<file path="src/rtl/uart_pkg.sv">
// Shared UART definitions used by both the transmitter and the receiver:
// frame state encoding, data width and the two line levels.
package uart_pkg;

    localparam int UART_DATA_BITS = 8;

    // Idle line (mark) is high, the start bit (space) is low.
    localparam logic LINE_MARK  = 1'b1;
    localparam logic LINE_SPACE = 1'b0;

    typedef enum logic [2:0] {
        IDLE,
        START,
        DATA,
        PARITY,
        STOP
    } uartState_t;

endpackage

</file>
<file path="src/rtl/uart_fifo_tx_if.sv">
// Byte handshake between the host-side producer and the UART transmitter.
interface uart_fifo_tx_if;
    import uart_pkg::*;

    logic                      tx_validH;
    logic [UART_DATA_BITS-1:0] tx_dataH;
    logic                      tx_readyH;

    modport master (
        output tx_validH,
        output tx_dataH,
        input  tx_readyH
    );

    modport slave (
        input  tx_validH,
        input  tx_dataH,
        output tx_readyH
    );

endinterface

</file>
<file path="src/rtl/uart_tx_fifo.sv">
// Small synchronous FIFO holding bytes waiting to be serialized.
// The read data is the head entry, valid whenever the FIFO is not empty.
module uart_tx_fifo #(
    parameter int DEPTH = 4,
    parameter int WIDTH = 8
) (
    input  logic                   sys_clk,
    input  logic                   sys_rst_l,
    input  logic                   pushH,
    input  logic [WIDTH-1:0]       pushDataH,
    input  logic                   popH,
    output logic [WIDTH-1:0]       popDataH,
    output logic [$clog2(DEPTH):0] countH,
    output logic                   fullH,
    output logic                   emptyH
);
    localparam int PW = $clog2(DEPTH);
    localparam int CW = PW + 1;

    logic [WIDTH-1:0] mem [DEPTH];
    logic [PW-1:0]    wrPtr;
    logic [PW-1:0]    rdPtr;
    logic             doPush;
    logic             doPop;

    assign fullH    = (countH == CW'(DEPTH));
    assign emptyH   = (countH == '0);
    assign doPush   = pushH && !fullH;
    assign doPop    = popH && !emptyH;
    assign popDataH = mem[rdPtr];

    // Storage needs no reset: an entry is only read after it has been written.
    always_ff @(posedge sys_clk) begin
        if (doPush) begin
            mem[wrPtr] <= pushDataH;
        end
    end

    // Pointers wrap naturally because DEPTH is a power of two; a push and pop
    // on the same edge leave the count unchanged.
    always_ff @(posedge sys_clk or negedge sys_rst_l) begin
        if (!sys_rst_l) begin
            wrPtr  <= '0;
            rdPtr  <= '0;
            countH <= '0;
        end else begin
            if (doPush) begin
                wrPtr <= wrPtr + PW'(1);
            end
            if (doPop) begin
                rdPtr <= rdPtr + PW'(1);
            end
            case ({doPush, doPop})
                2'b10:   countH <= countH + CW'(1);
                2'b01:   countH <= countH - CW'(1);
                default: countH <= countH;
            endcase
        end
    end

endmodule

</file>
<file path="src/rtl/uart_fifo_tx.sv">
// Buffered UART transmitter: bytes enter a FIFO over a valid/ready
// handshake and leave as start, 8 data bits LSB first, optional even
// parity and stop, each bit lasting BIT_CLKS clocks. A new frame starts
// on the edge right after the previous stop bit when data is waiting.
module uart_fifo_tx
    import uart_pkg::*;
#(
    parameter int DEPTH     = 4,
    parameter int BIT_CLKS  = 16,
    parameter int PARITY_EN = 0
) (
    input  logic                   sys_clk,
    input  logic                   sys_rst_l,
    uart_fifo_tx_if.slave          txIf,
    output logic                   uart_txH,
    output logic                   tx_busyH,
    output logic [$clog2(DEPTH):0] fifo_countH
);
    localparam int                CNT_W     = $clog2(BIT_CLKS);
    localparam logic [CNT_W-1:0]  LAST_CELL = CNT_W'(BIT_CLKS - 1);
    localparam logic [2:0]        LAST_BIT  = 3'(UART_DATA_BITS - 1);

    uartState_t                state;
    logic [CNT_W-1:0]          cellCnt;
    logic [2:0]                bitIdx;
    logic [UART_DATA_BITS-1:0] shiftReg;
    logic                      parityAcc;
    logic                      cellEnd;
    logic                      popReq;
    logic                      pushReq;
    logic                      fifoFull;
    logic                      fifoEmpty;
    logic [UART_DATA_BITS-1:0] popData;

    // Ready is derived from the registered count only, so a pop frees a
    // slot one cycle later and a push is never accepted into a full FIFO.
    assign txIf.tx_readyH = !fifoFull;
    assign pushReq        = txIf.tx_validH && txIf.tx_readyH;
    assign cellEnd        = (cellCnt == LAST_CELL);
    assign popReq         = !fifoEmpty &&
                            ((state == IDLE) || ((state == STOP) && cellEnd));

    uart_tx_fifo #(
        .DEPTH (DEPTH),
        .WIDTH (UART_DATA_BITS)
    ) txFifo (
        .sys_clk   (sys_clk),
        .sys_rst_l (sys_rst_l),
        .pushH     (pushReq),
        .pushDataH (txIf.tx_dataH),
        .popH      (popReq),
        .popDataH  (popData),
        .countH    (fifo_countH),
        .fullH     (fifoFull),
        .emptyH    (fifoEmpty)
    );

    // Frame sequencer: every output is registered so the line never glitches,
    // and reset forces the line to mark immediately, dropping any partial frame.
    always_ff @(posedge sys_clk or negedge sys_rst_l) begin
        if (!sys_rst_l) begin
            state     <= IDLE;
            cellCnt   <= '0;
            bitIdx    <= '0;
            shiftReg  <= '0;
            parityAcc <= 1'b0;
            uart_txH  <= LINE_MARK;
            tx_busyH  <= 1'b0;
        end else begin
            case (state)
                IDLE: begin
                    uart_txH <= LINE_MARK;
                    if (popReq) begin
                        state     <= START;
                        shiftReg  <= popData;
                        parityAcc <= 1'b0;
                        cellCnt   <= '0;
                        bitIdx    <= '0;
                        uart_txH  <= LINE_SPACE;
                        tx_busyH  <= 1'b1;
                    end
                end

                START: begin
                    if (cellEnd) begin
                        cellCnt  <= '0;
                        state    <= DATA;
                        uart_txH <= shiftReg[0];
                    end else begin
                        cellCnt <= cellCnt + CNT_W'(1);
                    end
                end

                DATA: begin
                    if (cellEnd) begin
                        cellCnt   <= '0;
                        shiftReg  <= shiftReg >> 1;
                        parityAcc <= parityAcc ^ shiftReg[0];
                        if (bitIdx == LAST_BIT) begin
                            bitIdx <= '0;
                            if (PARITY_EN != 0) begin
                                state    <= PARITY;
                                uart_txH <= parityAcc ^ shiftReg[0];
                            end else begin
                                state    <= STOP;
                                uart_txH <= LINE_MARK;
                            end
                        end else begin
                            bitIdx   <= bitIdx + 3'd1;
                            uart_txH <= shiftReg[1];
                        end
                    end else begin
                        cellCnt <= cellCnt + CNT_W'(1);
                    end
                end

                PARITY: begin
                    if (cellEnd) begin
                        cellCnt  <= '0;
                        state    <= STOP;
                        uart_txH <= LINE_MARK;
                    end else begin
                        cellCnt <= cellCnt + CNT_W'(1);
                    end
                end

                STOP: begin
                    if (cellEnd) begin
                        cellCnt <= '0;
                        if (popReq) begin
                            state     <= START;
                            shiftReg  <= popData;
                            parityAcc <= 1'b0;
                            bitIdx    <= '0;
                            uart_txH  <= LINE_SPACE;
                        end else begin
                            state    <= IDLE;
                            uart_txH <= LINE_MARK;
                            tx_busyH <= 1'b0;
                        end
                    end else begin
                        cellCnt <= cellCnt + CNT_W'(1);
                    end
                end

                default: begin
                    state    <= IDLE;
                    cellCnt  <= '0;
                    bitIdx   <= '0;
                    uart_txH <= LINE_MARK;
                    tx_busyH <= 1'b0;
                end
            endcase
        end
    end

endmodule

</file>
<file path="src/flat_wrapper.sv">
// flat-port wrapper written by rule: the top's interface ports become plain ports
module uart_fifo_tx_flat import uart_pkg::*;
#(
    parameter int DEPTH     = 4,
    parameter int BIT_CLKS  = 16,
    parameter int PARITY_EN = 0
)
  (sys_clk, sys_rst_l, uart_txH, tx_busyH, fifo_countH, txIf_tx_validH, txIf_tx_dataH, txIf_tx_readyH);
  uart_fifo_tx_if txIf_i ();
  input  logic sys_clk;
  input  logic sys_rst_l;
  output logic uart_txH;
  output logic tx_busyH;
  output logic [$clog2(DEPTH):0] fifo_countH;
  input wire logic [$bits(txIf_i.tx_validH)-1:0] txIf_tx_validH;
  input wire logic [$bits(txIf_i.tx_dataH)-1:0] txIf_tx_dataH;
  output wire logic [$bits(txIf_i.tx_readyH)-1:0] txIf_tx_readyH;
  assign txIf_i.tx_validH = txIf_tx_validH;
  assign txIf_i.tx_dataH = txIf_tx_dataH;
  assign txIf_tx_readyH = txIf_i.tx_readyH;
  uart_fifo_tx #(.DEPTH(DEPTH), .BIT_CLKS(BIT_CLKS), .PARITY_EN(PARITY_EN)) u_core (.sys_clk(sys_clk), .sys_rst_l(sys_rst_l), .txIf(txIf_i), .uart_txH(uart_txH), .tx_busyH(tx_busyH), .fifo_countH(fifo_countH));
endmodule
</file>
<file path="config.mk">
export PLATFORM = sky130hd
export DESIGN_NAME = uart_fifo_tx_flat
export DESIGN_NICKNAME = d
export VERILOG_FILES = /design/src/rtl/uart_pkg.sv /design/src/rtl/uart_fifo_tx_if.sv /design/src/rtl/uart_tx_fifo.sv /design/src/rtl/uart_fifo_tx.sv /design/src/flat_wrapper.sv
export SDC_FILE = /design/constraint.sdc
export NUM_CORES = 1
export LEC_CHECK = 0
export ABC_AREA = 1
export BUFFER_PORTS_ARGS = -buffer_cell sky130_fd_sc_hd__buf_2
export CAP_MARGIN = 15
export CORE_MARGIN = 2
export CORE_UTILIZATION = 45
export CTS_CLUSTER_DIAMETER = 200
export DETAILED_ROUTE_END_ITERATION = 12
export PLACE_DENSITY = 0.62
export SYNTH_ARGS = -nofsm -noshare
export SYNTH_HDL_FRONTEND = slang
export SYNTH_HIERARCHICAL = 1
export SYNTH_SLANG_ARGS = --single-unit
</file>
<file path="constraint.sdc">
create_clock -name sys_clk -period 2.8 [get_ports sys_clk]
set_clock_uncertainty 0.15 [all_clocks]
set_input_delay 0.7 -clock sys_clk [delete_from_list [all_inputs] [get_ports sys_clk]]
set_output_delay 0.7 -clock sys_clk [all_outputs]
set_load 0.05 [all_outputs]
</file>
Yosys cells after proc, flatten, opt, wreduce, memory -nomap -nowiden
Memories as Yosys holds them, arrays and structs flattened.
Index checks and enable logic that the tools add are counted.
- flip-flop bits (word level): 27
- memory bits (writable): 32
- input port bits: 11
- logic and storage cells: 88
- memories: 1
- memories (name ; depth ; bits a word ; read ports ; clocked after Yosys merged registers in ; wr ports ; RTL line ; text):
    u_core.txFifo.mem ; 4 ; 8 ; 1 ; 0 ; 1 ; uart_tx_fifo.sv:20 ; logic [WIDTH-1:0] mem [DEPTH];
- add/sub/neg operators: 6
- equality and inequality tests: 16
- multiplexer cells: 34
- bitwise operators: 2
- reductions and logical operators: 20
- operator list (cell ; number):
    $mux 3 ; 10
    $mux 8 ; 3
    $pmux 8 s3 ; 1
    $pmux 3 s5 ; 1
    $mux 1 ; 12
    $pmux 3 s4 ; 1
    $ne 2x1->1 const B ; 5
    $eq 3x3->1 const B ; 3
    $mux 4 ; 2
    $pmux 4 s2 ; 1
    $reduce_and 4->1 ; 2
    $add 3x1->3 const B ; 2
    $eq 3x2->1 const B ; 2
    $logic_not 3->1 ; 2
    $pmux 3 s2 ; 1
    $reduce_and 3->1 ; 2
    $reduce_and 6->1 ; 1
    $logic_and 1x1->1 ; 5
    $pmux 1 s5 ; 1
    $add 2x1->2 const B ; 2
    $add 4x1->4 const B ; 1
    $eq 4x4->1 const B ; 1
    $ne 2x2->1 const B ; 2
    $reduce_or 4->1 ; 1
    12 further kinds ; 14

Logic depth before layout (Yosys ltp)
Gate-level depths: netlist (run 1).
- word-level depth: 7
- gate-level depth with buffers: 16
- gate-level depth less buffers: 16

Cells and area by module
Netlist (run 1), hierarchy kept.
- by module, submodules not included (module ; instances ; cells an instance ; area each (µm²) ; sequential area each (µm²)):
    uart_tx_fifo ; 1 ; 154 ; 1741.7 ; 1136.1
    uart_fifo_tx ; 1 ; 154 ; 1182.4 ; 501.7

Worst setup path after synthesis (run 1)
No wires, ideal clock.
- path type: register -> register
- from: reg u_core.txFifo.countH[0]
- to: reg u_core.txFifo.countH[2]
- setup time: 120 ps
- data arrival time: 2312 ps
- required time: 2530 ps
- slack: 218 ps
- stages on the path, launching flop included: 16
- path buffers: 0
- path through: dfrtp_1 inv_1 nand3_1 inv_1 nor2_2 nand2_2 inv_1 nand2_1 inv_1 ha_1 inv_1 fa_1 nand2_1 nand3_1 nand2_1 nand2_1
- cells in the longest elaborated chain, start to end: 6
- elaborated cells between the ends (all ways): 14
- RTL lines (what ; RTL line ; text):
    start, declared ; uart_tx_fifo.sv:13 ; output logic [$clog2(DEPTH):0] countH,
    start signal, assigned ; uart_tx_fifo.sv:54 ; 2'b10: countH <= countH + CW'(1);
    start signal, assigned ; uart_tx_fifo.sv:55 ; 2'b01: countH <= countH - CW'(1);
    start signal, assigned ; uart_tx_fifo.sv:56 ; default: countH <= countH;
    $logic_not 3->1 (*) ; uart_tx_fifo.sv:27 ; assign emptyH = (countH == '0);
    via u_core.fifoEmpty ; uart_fifo_tx.sv:32 ; logic fifoEmpty;
    $logic_not 1->1 (*) ; uart_fifo_tx.sv:40 ; assign popReq = !fifoEmpty &&
    $logic_and 1x1->1 (*) ; uart_fifo_tx.sv:40 ;
    via u_core.popReq ; uart_fifo_tx.sv:29 ; logic popReq;
    $logic_and 1x1->1 (*) ; uart_tx_fifo.sv:29 ; assign doPop = popH && !emptyH;
    via u_core.txFifo.doPop ; uart_tx_fifo.sv:24 ; logic doPop;
    $eq 2x1->1 / $eq 2x2->1 (equally long branches) ; uart_tx_fifo.sv:53 ; case ({doPush, doPop})
    $pmux 3 s2 / $reduce_bool 2->1 (equally long branches) ; - ;
Mark *: on every way through the listed nets, which the timed path passes. The rest lies on a longest branch.
A chain may end at the register's enable or synchronous reset.

Worst setup path after layout (run 1)
- from: reg u_core.cellCnt[0]
- to: reg u_core.txFifo.countH[2]
- cells in the longest elaborated chain, start to end: 7
- elaborated cells between the ends (all ways): 9
- RTL lines (what ; RTL line ; text):
    start, declared ; uart_fifo_tx.sv:24 ; logic [CNT_W-1:0] cellCnt;
    start signal, assigned ; uart_fifo_tx.sv:90 ; cellCnt <= cellCnt + CNT_W'(1);
    start signal, assigned ; uart_fifo_tx.sv:113 ; cellCnt <= cellCnt + CNT_W'(1);
    start signal, assigned ; uart_fifo_tx.sv:123 ; cellCnt <= cellCnt + CNT_W'(1);
    $eq 4x4->1 (*) ; uart_fifo_tx.sv:39 ; assign cellEnd = (cellCnt == LAST_CELL);
    $logic_and 1x1->1 (*) ; uart_fifo_tx.sv:41 ; ((state == IDLE) || ((state == STOP) && cellEnd));
    $logic_or 1x1->1 (*) ; uart_fifo_tx.sv:41 ;
    $logic_and 1x1->1 (*) ; uart_fifo_tx.sv:40 ;
    via u_core.popReq ; uart_fifo_tx.sv:29 ;
    $logic_and 1x1->1 (*) ; uart_tx_fifo.sv:29 ;
    via u_core.txFifo.doPop ; uart_tx_fifo.sv:24 ;
    $eq 2x1->1 / $eq 2x2->1 (equally long branches) ; uart_tx_fifo.sv:53 ;
    $pmux 3 s2 / $reduce_bool 2->1 (equally long branches) ; - ;
Marks and branches as above.

==> flow_summary.json, run 1 <==
{
  "yosysWarnings": 6,
  "numPortBuffers": 16,
  "antenna_found_initial": 0,
  "clkLatencyLatePin_ns": 0.33,
  "critPathMaxFanout": 7,
  "period_share_pct": 85.03,
  "drt-initial-drc-count": 115,
  "cts_resized": 0,
  "gr-usage-all-layers_pct": 16.83,
  "synth_top_area_share_pct": 32.86,
  "synthCells": 308,
  "drtPass1Iterations": 4,
  "htree_levels": 3,
  "syn-cell-area_mm2": 0.002924,
  "num_io_pins": 17,
  "fmax_ghz": 0.4200,
  "ys_top_cells_by_area": "edfxtp_1 33%, dfrtp_1 22%, nand2_1 13%",
  "cts_setup_buffers": 0,
  "cts_hold_buf": 0,
  "syn_to_final_growth_pct": 12.32,
  "drive_gt1_share_pct": 16.57,
  "routed_wl_mm": 5.168,
  "crit_arrival_ns": 2.45,
  "layout_common_cells": "103 x nand2_1, 43 x inv_1, 32 x edfxtp_1",
  "syn_nets": 328,
  "cts_tree": "built",
  "setup_violations": 0,
  "cp_data_required_time_ns": 2.87,
  "grt_pass1_wl_mm": 9.384,
  "setup_ws_ns": 0.4191,
  "avgSynthCellArea_um2": 9.494,
  "dp_slack_ns": 0.4255,
  "fin_nets": 353,
  "hold_viol_final": 0,
  "dieWidth_um": 84.61,
  "rsz0062_at_grt": "false",
  "cts_buffers": 9,
  "slew_headroom_pct": 58.65,
  "overflow": 0,
  "powerDensity_mw_per_mm2": 1218,
  "die_y_um": 84.61,
  "seq_area_frac_synth_pct": 56.01,
  "yosysTopAreaCell": "edfxtp_1",
  "grt_max_degree": 35,
  "p_total_mw": 4.000,
  "num_vias": 2022,
  "status": "finished clean",
  "viasPerCell": 4.872,
  "die_area_mm2": 0.007159,
  "maxSlewViolCount": 0,
  "peakVddDrop_v": 0.0007156,
  "endpoint_kind": "flip-flop",
  "worstMarginPinSlew_ns": 0.6202,
  "grt_pass1_vias": 2068,
  "postRouteAntennaNets": 0,
  "reg2reg_slack_ns": 0.42,
  "setup_tns_ns": 0,
  "detail_route.wl_per_cell_um": 12.45,
  "p_leak_nw": 1.586,
  "place_congestion": 0.8027,
  "initial_core_util_pct": 46.31,
  "layout_commonest_cell": "nand2_1",
  "hp-class": "in -> async",
  "crit_type": "reg -> reg",
  "clock_sinks": 59,
  "clock_path_buffers": 2,
  "root_buffer": "clkbuf_8",
  "drv_cap": 0,
  "min_period_ns": 2.381,
  "ys_seq_elements": 59,
  "drc_errors": 0,
  "fp.coreArea_mm2": 0.006314,
  "rows": 29,
  "cp-start-kind": "flip-flop",
  "hpwl_mm": 3.466,
  "synth_cell_types": 33,
  "antennaDiodeCount": 0,
  "clkSlewWorstSetupHoldPaths_ns": 0.07
}
-- synth_stat cells (all sizes together) --
cell type  count
xor2           1
o21ai          6
dfrtp         26
nor3           1
clkinv         1
nand4          5
nand2        112
xnor2          1
clkbuf         1
fa             1
ha             8
nand3         24
a211oi         1
or2            1
buf            5
edfxtp        32
dfstp          1
a21oi          4
o22ai          1
o211ai        16
nor2          13
inv           47
-- stage by stage --
step	hold WS, ns	cell area [µm²]	utilization [%]	std cells
after CTS	0.2448	3284	52.02	415
final	0.2288	3284	52.02	415
after detailed placement	0.3198	3068	48.59	399
after global routing	0.2647	3284	52.02	415
after global placement	0.3178	3068	48.59	399
after floorplan	0.2544	2924	-	308
-- path summary, 6_finish.rpt --
path                                          startpoint                                   to  cells after the start
hold / removal                                 sys_rst_l       u_core/shiftReg[2]$_DFFE_PN0P_                      1
setup reg to reg           u_core/cellCnt[0]$_DFFE_PN0N_  u_core/txFifo/countH[2]$_DFFE_PN0P_                     14
max in group asynchronous                      sys_rst_l  u_core/txFifo/countH[2]$_DFFE_PN0P_                      1
min in group sys_clk        u_core/bitIdx[2]$_DFFE_PN0P_         u_core/bitIdx[2]$_DFFE_PN0P_                      2
setup / recovery           u_core/cellCnt[0]$_DFFE_PN0N_  u_core/txFifo/countH[2]$_DFFE_PN0P_                     14
hold reg to reg             u_core/bitIdx[2]$_DFFE_PN0P_         u_core/bitIdx[2]$_DFFE_PN0P_                      2
-- cells by family after synthesis --
group	after synthesis	synth area share [%]
flops	59	56.01
simple gates	156	24.43
compound gates	28	6.290
xor+xnor	2	0.5992
fa+ha+maj	9	4.108
buf+inv	54	8.558
-- critical path, cell delays in order (launching register included) --
cell	delay [ns]
dfrtp_1	0.37
ha_1	0.21
nand3_2	0.18
nand2_1	0.13
nand2_2	0.10
inv_1	0.11
nand2_1	0.09
inv_1	0.06
ha_1	0.15
inv_1	0.07
fa_1	0.38
nand2_1	0.10
nand3_1	0.07
nand2_1	0.06
nand2_1	0.05
-- registers in the layout, summed over array words and instances (netlist names) --
signal                cells
u_core/shiftReg           8
u_core/tx_busyH           1
u_core/txFifo/mem        32
u_core/cellCnt            4
u_core/uart_txH           1
u_core/txFifo/rdPtr       2
u_core/state              3
u_core/txFifo/countH      3
u_core/bitIdx             3
u_core/txFifo/wrPtr       2
-- where the power goes --
part	internal (mW)	switching, mW	total, mW
logic	0.556	1.20	1.75
registers	1.21	0.190	1.40
clock network	0.497	0.351	0.849
total	2.26	1.74	4.00
-- final cells by class --
cell class,count,area (µm²)
Clock inverter,7,92.59
Multi-Input combinational cell,195,1036
Sequential cell,59,1638
Inverter,48,187.7
Fill cell,601,3029
Clock buffer,9,123.9
Timing Repair Buffer,20,110.1
Tap cell,77,96.34
-- layer usage --
layer / part of all wire [%] / wire (µm) / up-vias / global-route usage (%)
met3: 3.0 / 156 / 5 / 5.015
met2: 48 / 2499 / 23 / 27.70
met5: 0 / 0 / - / 0
met1: 47 / 2441 / 938 / 21.31
met4: 1.4 / 71 / 0 / 5.628
li1: - / - / 1056 / -
Note: power is estimated with default switching activity, not from simulation.
==> inputs of run 2 (changes only) <==
--- a/config.mk
+++ b/config.mk
@@ -12,7 +12,8 @@
 export CORE_UTILIZATION = 45
 export CTS_CLUSTER_DIAMETER = 200
 export DETAILED_ROUTE_END_ITERATION = 12
-export PLACE_DENSITY = 0.62
+export PLACE_DENSITY = 0.64
+export SLEW_MARGIN = 20
 export SYNTH_ARGS = -nofsm -noshare
 export SYNTH_HDL_FRONTEND = slang
 export SYNTH_HIERARCHICAL = 1
==> constraint.sdc (replaced) <==
create_clock -name sys_clk -period 2 [get_ports sys_clk]
set_clock_uncertainty 0.15 [all_clocks]
set_input_delay 0.5 -clock sys_clk [delete_from_list [all_inputs] [get_ports sys_clk]]
set_output_delay 0.5 -clock sys_clk [all_outputs]
set_load 0.05 [all_outputs]
==> run 2 against run 1 <==
  * Power rose by 56%
  * The flow now finishes with violations (negative setup slack)
  * Hold slack got worse by 0.19 ns
  * Via count rose by 6.0%
  * Non-clock buffer count rose by 22
  * Setup slack got worse by 0.44 ns
  * Final area rose by 7.5%
  * Wire length rose by 7.9%
  * Combinational power rose by 76%
  * Fmax rose by 18%
==> flow_summary.json, run 2 (synthesis results as in run 1) <==
{
  "status": "finished with violations",
  "violations": "negative setup slack",
  "pwr-share-clk_pct": 20.4,
  "viasPerCell": 4.904,
  "fmax_ghz": 0.4952,
  "intPower_mw": 3.648,
  "initial_core_util_pct": 46.31,
  "hpwl_mm": 3.599,
  "fp.coreArea_mm2": 0.006314,
  "whs_ns": 0.03641,
  "cts_hold_buf": 0,
  "drv_cap": 0,
  "maxSlewViolCount": 0,
  "p_sw_share_pct": 41.66,
  "die_area_mm2": 0.007159,
  "reg2reg_slack_ns": -0.02,
  "clock_path_buffers": 2,
  "rows": 29,
  "hold_viol_final": 0,
  "setup_ws_ns": -0.01949,
  "peakVddDrop_v": 0.0008218,
  "path_delay_family": "adder cells",
  "cp_slowest_cell": "dfrtp_1",
  "setup_tns_ns": -0.01949,
  "drt-initial-drc-count": 87,
  "antennaDiodeCount": 0,
  "place_congestion": 0.7827,
  "cts_tree": "built",
  "grt_pass1_wl_mm": 9.542,
  "seq_power_share_pct": 30.4,
  "postRouteAntennaNets": 0,
  "powerDensity_mw_per_mm2": 1770,
  "place_inst": 411,
  "p_total_mw": 6.252,
  "dieWidth_um": 84.61,
  "overflow": 0,
  "layout_common_cells": "100 x nand2_1, 35 x inv_1, 32 x edfxtp_1",
  "endpoint_kind": "flip-flop",
  "drtPass1Iterations": 4,
  "grt_max_degree": 35,
  "clock_sinks": 59,
  "slew_headroom_pct": 56.83,
  "layout_commonest_cell": "nand2_1",
  "instances_no_fill": 437,
  "top_layer_used": "met4",
  "cts_buffers": 9,
  "worstMarginPinSlew_ns": 0.6476,
  "rsz0062_at_grt": "true",
  "grt_pass1_vias": 2091,
  "cp-start-kind": "flip-flop",
  "wl_met2_mm": 2.798,
  "numPortBuffers": 16,
  "setup_violations": 1,
  "p_sw_mw": 2.605,
  "largestRegisters": "u_core/txFifo/mem: 32 flops, u_core/shiftReg: 8 flops, u_core/cellCnt: 4 flops",
  "cp_data_required_time_ns": 2.08,
  "critPathMaxStageDelay_ns": 0.39,
  "detail_route.wl_per_cell_um": 12.76,
  "gr-usage-all-layers_pct": 17.18,
  "p_leak_nw": 1.701,
  "critPathMaxFanout": 3,
  "crit_arrival_ns": 2.10,
  "crit_type": "reg -> reg",
  "dp_slack_ns": -0.003308,
  "drc_errors": 0,
  "hp-class": "in -> async",
  "met3_length_um": 130,
  "routed_wl_mm": 5.574,
  "drive_gt1_share_pct": 26.94,
  "antenna_found_initial": 0,
  "die_y_um": 84.61,
  "min_period_ns": 2.019,
  "crit_chain": "ha_2 > nand3_2 > nand2_2 > nand2_2 > inv_2 > nand2_4 > inv_2 > ha_4 > inv_2 > fa_2 > nand2_1 > nand3_1 > nand2_1 > nand2_1",
  "clkLatencyLatePin_ns": 0.34,
  "largest_register_ffs": 32,
  "met1_length_mm": 2.562,
  "num_io_pins": 17,
  "power_frac_comb_pct": 49.2,
  "clkSlewWorstSetupHoldPaths_ns": 0.07,
  "htree_levels": 3,
  "num_vias": 2143,
  "crit_buf_inv": 3,
  "fin_nets": 375,
  "top_register": "u_core/txFifo/mem",
  "root_buffer": "clkbuf_8",
  "period_share_pct": 101.0,
  "syn_to_final_growth_pct": 20.80
}
run 2: final timing paths:
path,startpoint,to,depth (start not counted)
min,sys_rst_l,u_core/bitIdx[2]$_DFFE_PN0P_,1
max,u_core/cellCnt[0]$_DFFE_PN0N_,u_core/txFifo/countH[2]$_DFFE_PN0P_,14
max in group asynchronous,sys_rst_l,u_core/txFifo/countH[2]$_DFFE_PN0P_,1
max reg2reg,u_core/cellCnt[0]$_DFFE_PN0N_,u_core/txFifo/countH[2]$_DFFE_PN0P_,14
min reg2reg,u_core/bitIdx[1]$_DFFE_PN0P_,u_core/bitIdx[1]$_DFFE_PN0P_,2
min in group sys_clk,txIf_tx_dataH[5],u_core/txFifo/mem[1][5]$_DFFE_PP_,1
run 2: cell type report:
class / instances / area [µm²]
clock buffers: 10 / 127.6
clock inverters: 6 / 103.9
fillers: 559 / 2781
inverters: 48 / 195.2
multi-input cells: 195 / 1090
flip-flops and latches: 59 / 1642
well taps: 77 / 96.34
repair buffers: 42 / 277.8
run 2: what timing repair did:
item / in CTS / in global routing
endpoints found under the setup margin: 1 / 3
pin swaps: 1 / 2
gates cloned: 0 / 0
gates resized for setup: 1 / 10
hold endpoints to repair: 0 / 0
buffers inserted: 2 / 8
run 2: per-layer routing:
metal | track usage, % | up-vias
li1 | - | 1097
met1 | 21.84 | 1017
met2 | 27.56 | 22
met3 | 5.113 | 7
met4 | 7.071 | 0
met5 | 0 | -
run 2: power groups by stage:
stage / Clock (mW) / Sequential, mW / Combinational, mW
after floorplan: 0 / 2.07 / 2.03
after global placement: 0 / 1.91 / 2.78
after detailed placement: 0 / 1.92 / 2.85
after CTS: 1.30 / 1.89 / 2.89
after global routing: 1.37 / 1.94 / 3.47
final: 1.28 / 1.90 / 3.08
run 2: stage by stage:
stage               utilization, %  cell area, µm²
detailed placement           50.67            3199
global placement             50.67            3199
floorplan                        -            2965
global route                 55.95            3532
finish                       55.95            3532
CTS                          54.62            3448
==> inputs of run 3 (changes only) <==
--- a/config.mk
+++ b/config.mk
@@ -13,8 +13,8 @@
 export CTS_CLUSTER_DIAMETER = 200
 export DETAILED_ROUTE_END_ITERATION = 12
 export PLACE_DENSITY = 0.64
+export RECOVER_POWER = 25
 export SLEW_MARGIN = 20
 export SYNTH_ARGS = -nofsm -noshare
 export SYNTH_HDL_FRONTEND = slang
-export SYNTH_HIERARCHICAL = 1
 export SYNTH_SLANG_ARGS = --single-unit
==> run 3 against run 2 <==
  * The flow now finishes without violations
  * Clock-buffer cell count rose by 2
  * Final area fell by 7.4%
  * Wire length fell by 9.4%
  * Largest power group is now sequential cells
  * First-iteration DRC count rose by 11%
  * Critical path type unchanged
  * Non-clock buffer count fell by 9
  * Clock power fell by 26%
  * Power fell by 50%
==> flow_summary.json, run 3 <==
{
  "status": "finished clean",
  "yosysMostFrequentCell": "nand2_1",
  "avgSynthCellArea_um2": 9.916,
  "drtPass1Iterations": 4,
  "syn_to_final_growth_pct": 17.76,
  "initial_core_util_pct": 46.62,
  "viasPerCell": 4.892,
  "cts_hold_buf": 0,
  "grt_pass1_wl_mm": 8.763,
  "ys_top_cells_by_area": "edfxtp_1 35%, dfrtp_1 23%, nand2_1 12%",
  "drive_gt1_share_pct": 23.53,
  "fillers": 532,
  "postRouteAntennaNets": 0,
  "cts_tree": "built",
  "layout_common_cells": "88 x nand2_1, 38 x nand3_1, 32 x edfxtp_1",
  "clkLatencyLatePin_ns": 0.34,
  "gr-usage-all-layers_pct": 17.71,
  "drc_errors": 0,
  "setup_ws_ns": 0.03489,
  "peakVddDrop_v": 0.0006042,
  "numPortBuffers": 16,
  "num_io_pins": 17,
  "cts_buffers": 9,
  "hold_viol_final": 0,
  "die_area_mm2": 0.006815,
  "fin_nets": 338,
  "hp-class": "in -> async",
  "crit_chain": "ha_4 > nand3_4 > nand2_4 > nand3_2 > inv_2 > ha_4 > inv_2 > fa_2 > a21oi_2 > o21ai_1 > xor2_1",
  "routed_wl_mm": 5.050,
  "root_buffer": "clkbuf_8",
  "p_leak_nw": 1.439,
  "overflow": 0,
  "drt-initial-drc-count": 97,
  "grt_max_degree": 28,
  "cp_data_required_time_ns": 2.07,
  "maxSlewViolCount": 0,
  "yosysWarnings": 0,
  "min_period_ns": 1.965,
  "synth_cell_types": 29,
  "setup_tns_ns": 0,
  "layout_commonest_cell": "nand2_1",
  "fp.coreArea_mm2": 0.005956,
  "powerDensity_mw_per_mm2": 960.7,
  "critPathMaxFanout": 3,
  "largestRegisters": "u_core.txFifo.mem: 32 flops, u_core.shiftReg: 8 flops, u_core.cellCnt: 4 flops",
  "final_cell_area_mm2": 0.003269,
  "ys.flop_type": "edfxtp_1",
  "synth_top_area_share_pct": 34.61,
  "grt_pass1_vias": 1851,
  "antenna_found_initial": 0,
  "place_congestion": 0.7396,
  "worstMarginPinSlew_ns": 0.6255,
  "synthCells": 280,
  "crit_arrival_ns": 2.04,
  "drv_cap": 0,
  "syn_nets": 300,
  "rsz0062_at_grt": "true",
  "rows": 28,
  "crit_type": "reg -> reg",
  "cp-start-kind": "flip-flop",
  "largest_register_ffs": 32,
  "top_register": "u_core.txFifo.mem",
  "place_area_mm2": 0.003084,
  "clock_sinks": 59,
  "period_share_pct": 98.26,
  "num_vias": 1947,
  "antennaDiodeCount": 0,
  "clock_path_buffers": 2,
  "synth_edf_count": 32,
  "ys_top_cells_by_count": "91 x nand2_1, 38 x nand3_1, 32 x edfxtp_1, 26 x dfrtp_1, 19 x inv_1",
  "synthArstFlopShare_pct": 45.76,
  "dieWidth_um": 82.55,
  "ys_seq_elements": 59,
  "slew_headroom_pct": 58.30,
  "fmax_ghz": 0.5089,
  "endpoint_kind": "flip-flop",
  "dp_slack_ns": 0.001504,
  "clkSlewWorstSetupHoldPaths_ns": 0.07,
  "htree_levels": 3,
  "critPathMaxStageDelay_ns": 0.39,
  "setup_violations": 0,
  "syn-cell-area_mm2": 0.002776,
  "hpwl_mm": 3.437,
  "yosysTopAreaCell": "edfxtp_1",
  "die_y_um": 82.55,
  "cp_slowest_cell": "dfrtp_1",
  "detail_route.wl_per_cell_um": 12.69,
  "seq_area_frac_synth_pct": 58.99
}
==> run 3: changes by cell type after synthesis, sizes merged, moves of 2 or more <==
cell	previous run	this run
a21oi	4	8
nor2	13	16
o211ai	16	0
o21ai	6	8
inv	47	23
nand3	24	42
xor2	1	4
nand2	112	100
nand4	5	0
==> run 3: per-stage QoR <==
stage / utilization, % / std cells / power, mW / hold slack (ns)
2_1_floorplan: - / 280 / 2.036 / 0.05441
4_1_cts: 54.85 / 397 / 3.180 / 0.04412
6_report: 54.90 / 398 / 3.141 / 0.02203
3_3_place_gp: 51.79 / 380 / 2.214 / 0.3067
3_5_place_dp: 51.79 / 380 / 2.228 / 0.3106
5_1_grt: 54.90 / 398 / 3.319 / 0.08261
==> run 3: logic make-up after synthesis <==
logic type	Yosys count	synth area share, %
AOI/OAI and AO/OA	19	4.146
xor gates and xnor gates	5	1.577
adders and majority gates	9	4.326
buffers and inverters	29	4.371
DFF	59	58.99
and+or+nand+nor	159	26.59
==> run 3: final timing paths <==
| check | startpoint | slack [ns] | end | depth (start not counted) |
|---|---|---|---|---|
| max | u_core.cellCnt[1]$_DFFE_PN0P_ | 0.03 | u_core.txFifo.countH[2]$_DFFE_PN0P_ | 11 |
| min | sys_rst_l | 0.02 | u_core.cellCnt[1]$_DFFE_PN0P_ | 1 |
| max reg2reg | u_core.cellCnt[1]$_DFFE_PN0P_ | 0.03 | u_core.txFifo.countH[2]$_DFFE_PN0P_ | 11 |
| min reg2reg | u_core.uart_txH$_DFFE_PN1P_ | 0.32 | u_core.uart_txH$_DFFE_PN1P_ | 2 |
| max in group asynchronous | sys_rst_l | 1.23 | u_core.txFifo.countH[2]$_DFFE_PN0P_ | 1 |
| min in group sys_clk | txIf_tx_dataH[2] | 0.27 | u_core.txFifo.mem[3][2]$_DFFE_PP_ | 1 |
==> run 3: cell type report <==
cell class	instances	area (µm²)	share of cell area, %
inverters	23	86.33	2.641
well taps	75	93.84	2.870
clock buffers	12	145.1	4.439
multi-input cells	192	1079	32.99
repair buffers	33	197.7	6.047
flip-flops and latches	59	1642	50.21
clock inverters	4	26.28	0.8037
==> run 3: worst max-delay path, delay by kind of cell, from the launching register on <==
| family | cells | cell delay [ns] |
|---|---|---|
| fa+ha+maj | 3 | 0.64 |
| flops | 1 | 0.39 |
| simple gates | 3 | 0.21 |
| compound gates | 2 | 0.19 |
| xor+xnor | 1 | 0.14 |
| buf+inv | 2 | 0.12 |
==> run 3: repair_timing <==
item,in CTS,in global routing
resized for setup,1,1
setup endpoints to repair,1,1
cloned,0,0
buffers inserted,1,1
pin swaps,2,1
==> run 3: where the power goes <==
group | internal, mW | switching, mW | total [mW]
Clock | 0.481 | 0.464 | 0.946
Sequential | 1.48 | 0.0853 | 1.57
Combinational | 0.193 | 0.432 | 0.625
Total | 2.16 | 0.982 | 3.14
==> run 3: routing by layer <==
| layer | share of wire, % | wire length (µm) | vias up | track usage [%] |
|---|---|---|---|---|
| met5 | 0 | 0 | - | 0 |
| met4 | 2.8 | 139 | 0 | 9.672 |
| met3 | 3.1 | 156 | 13 | 3.913 |
| met2 | 45 | 2285 | 30 | 25.81 |
| met1 | 49 | 2468 | 907 | 24.58 |
| li1 | - | - | 997 | - |
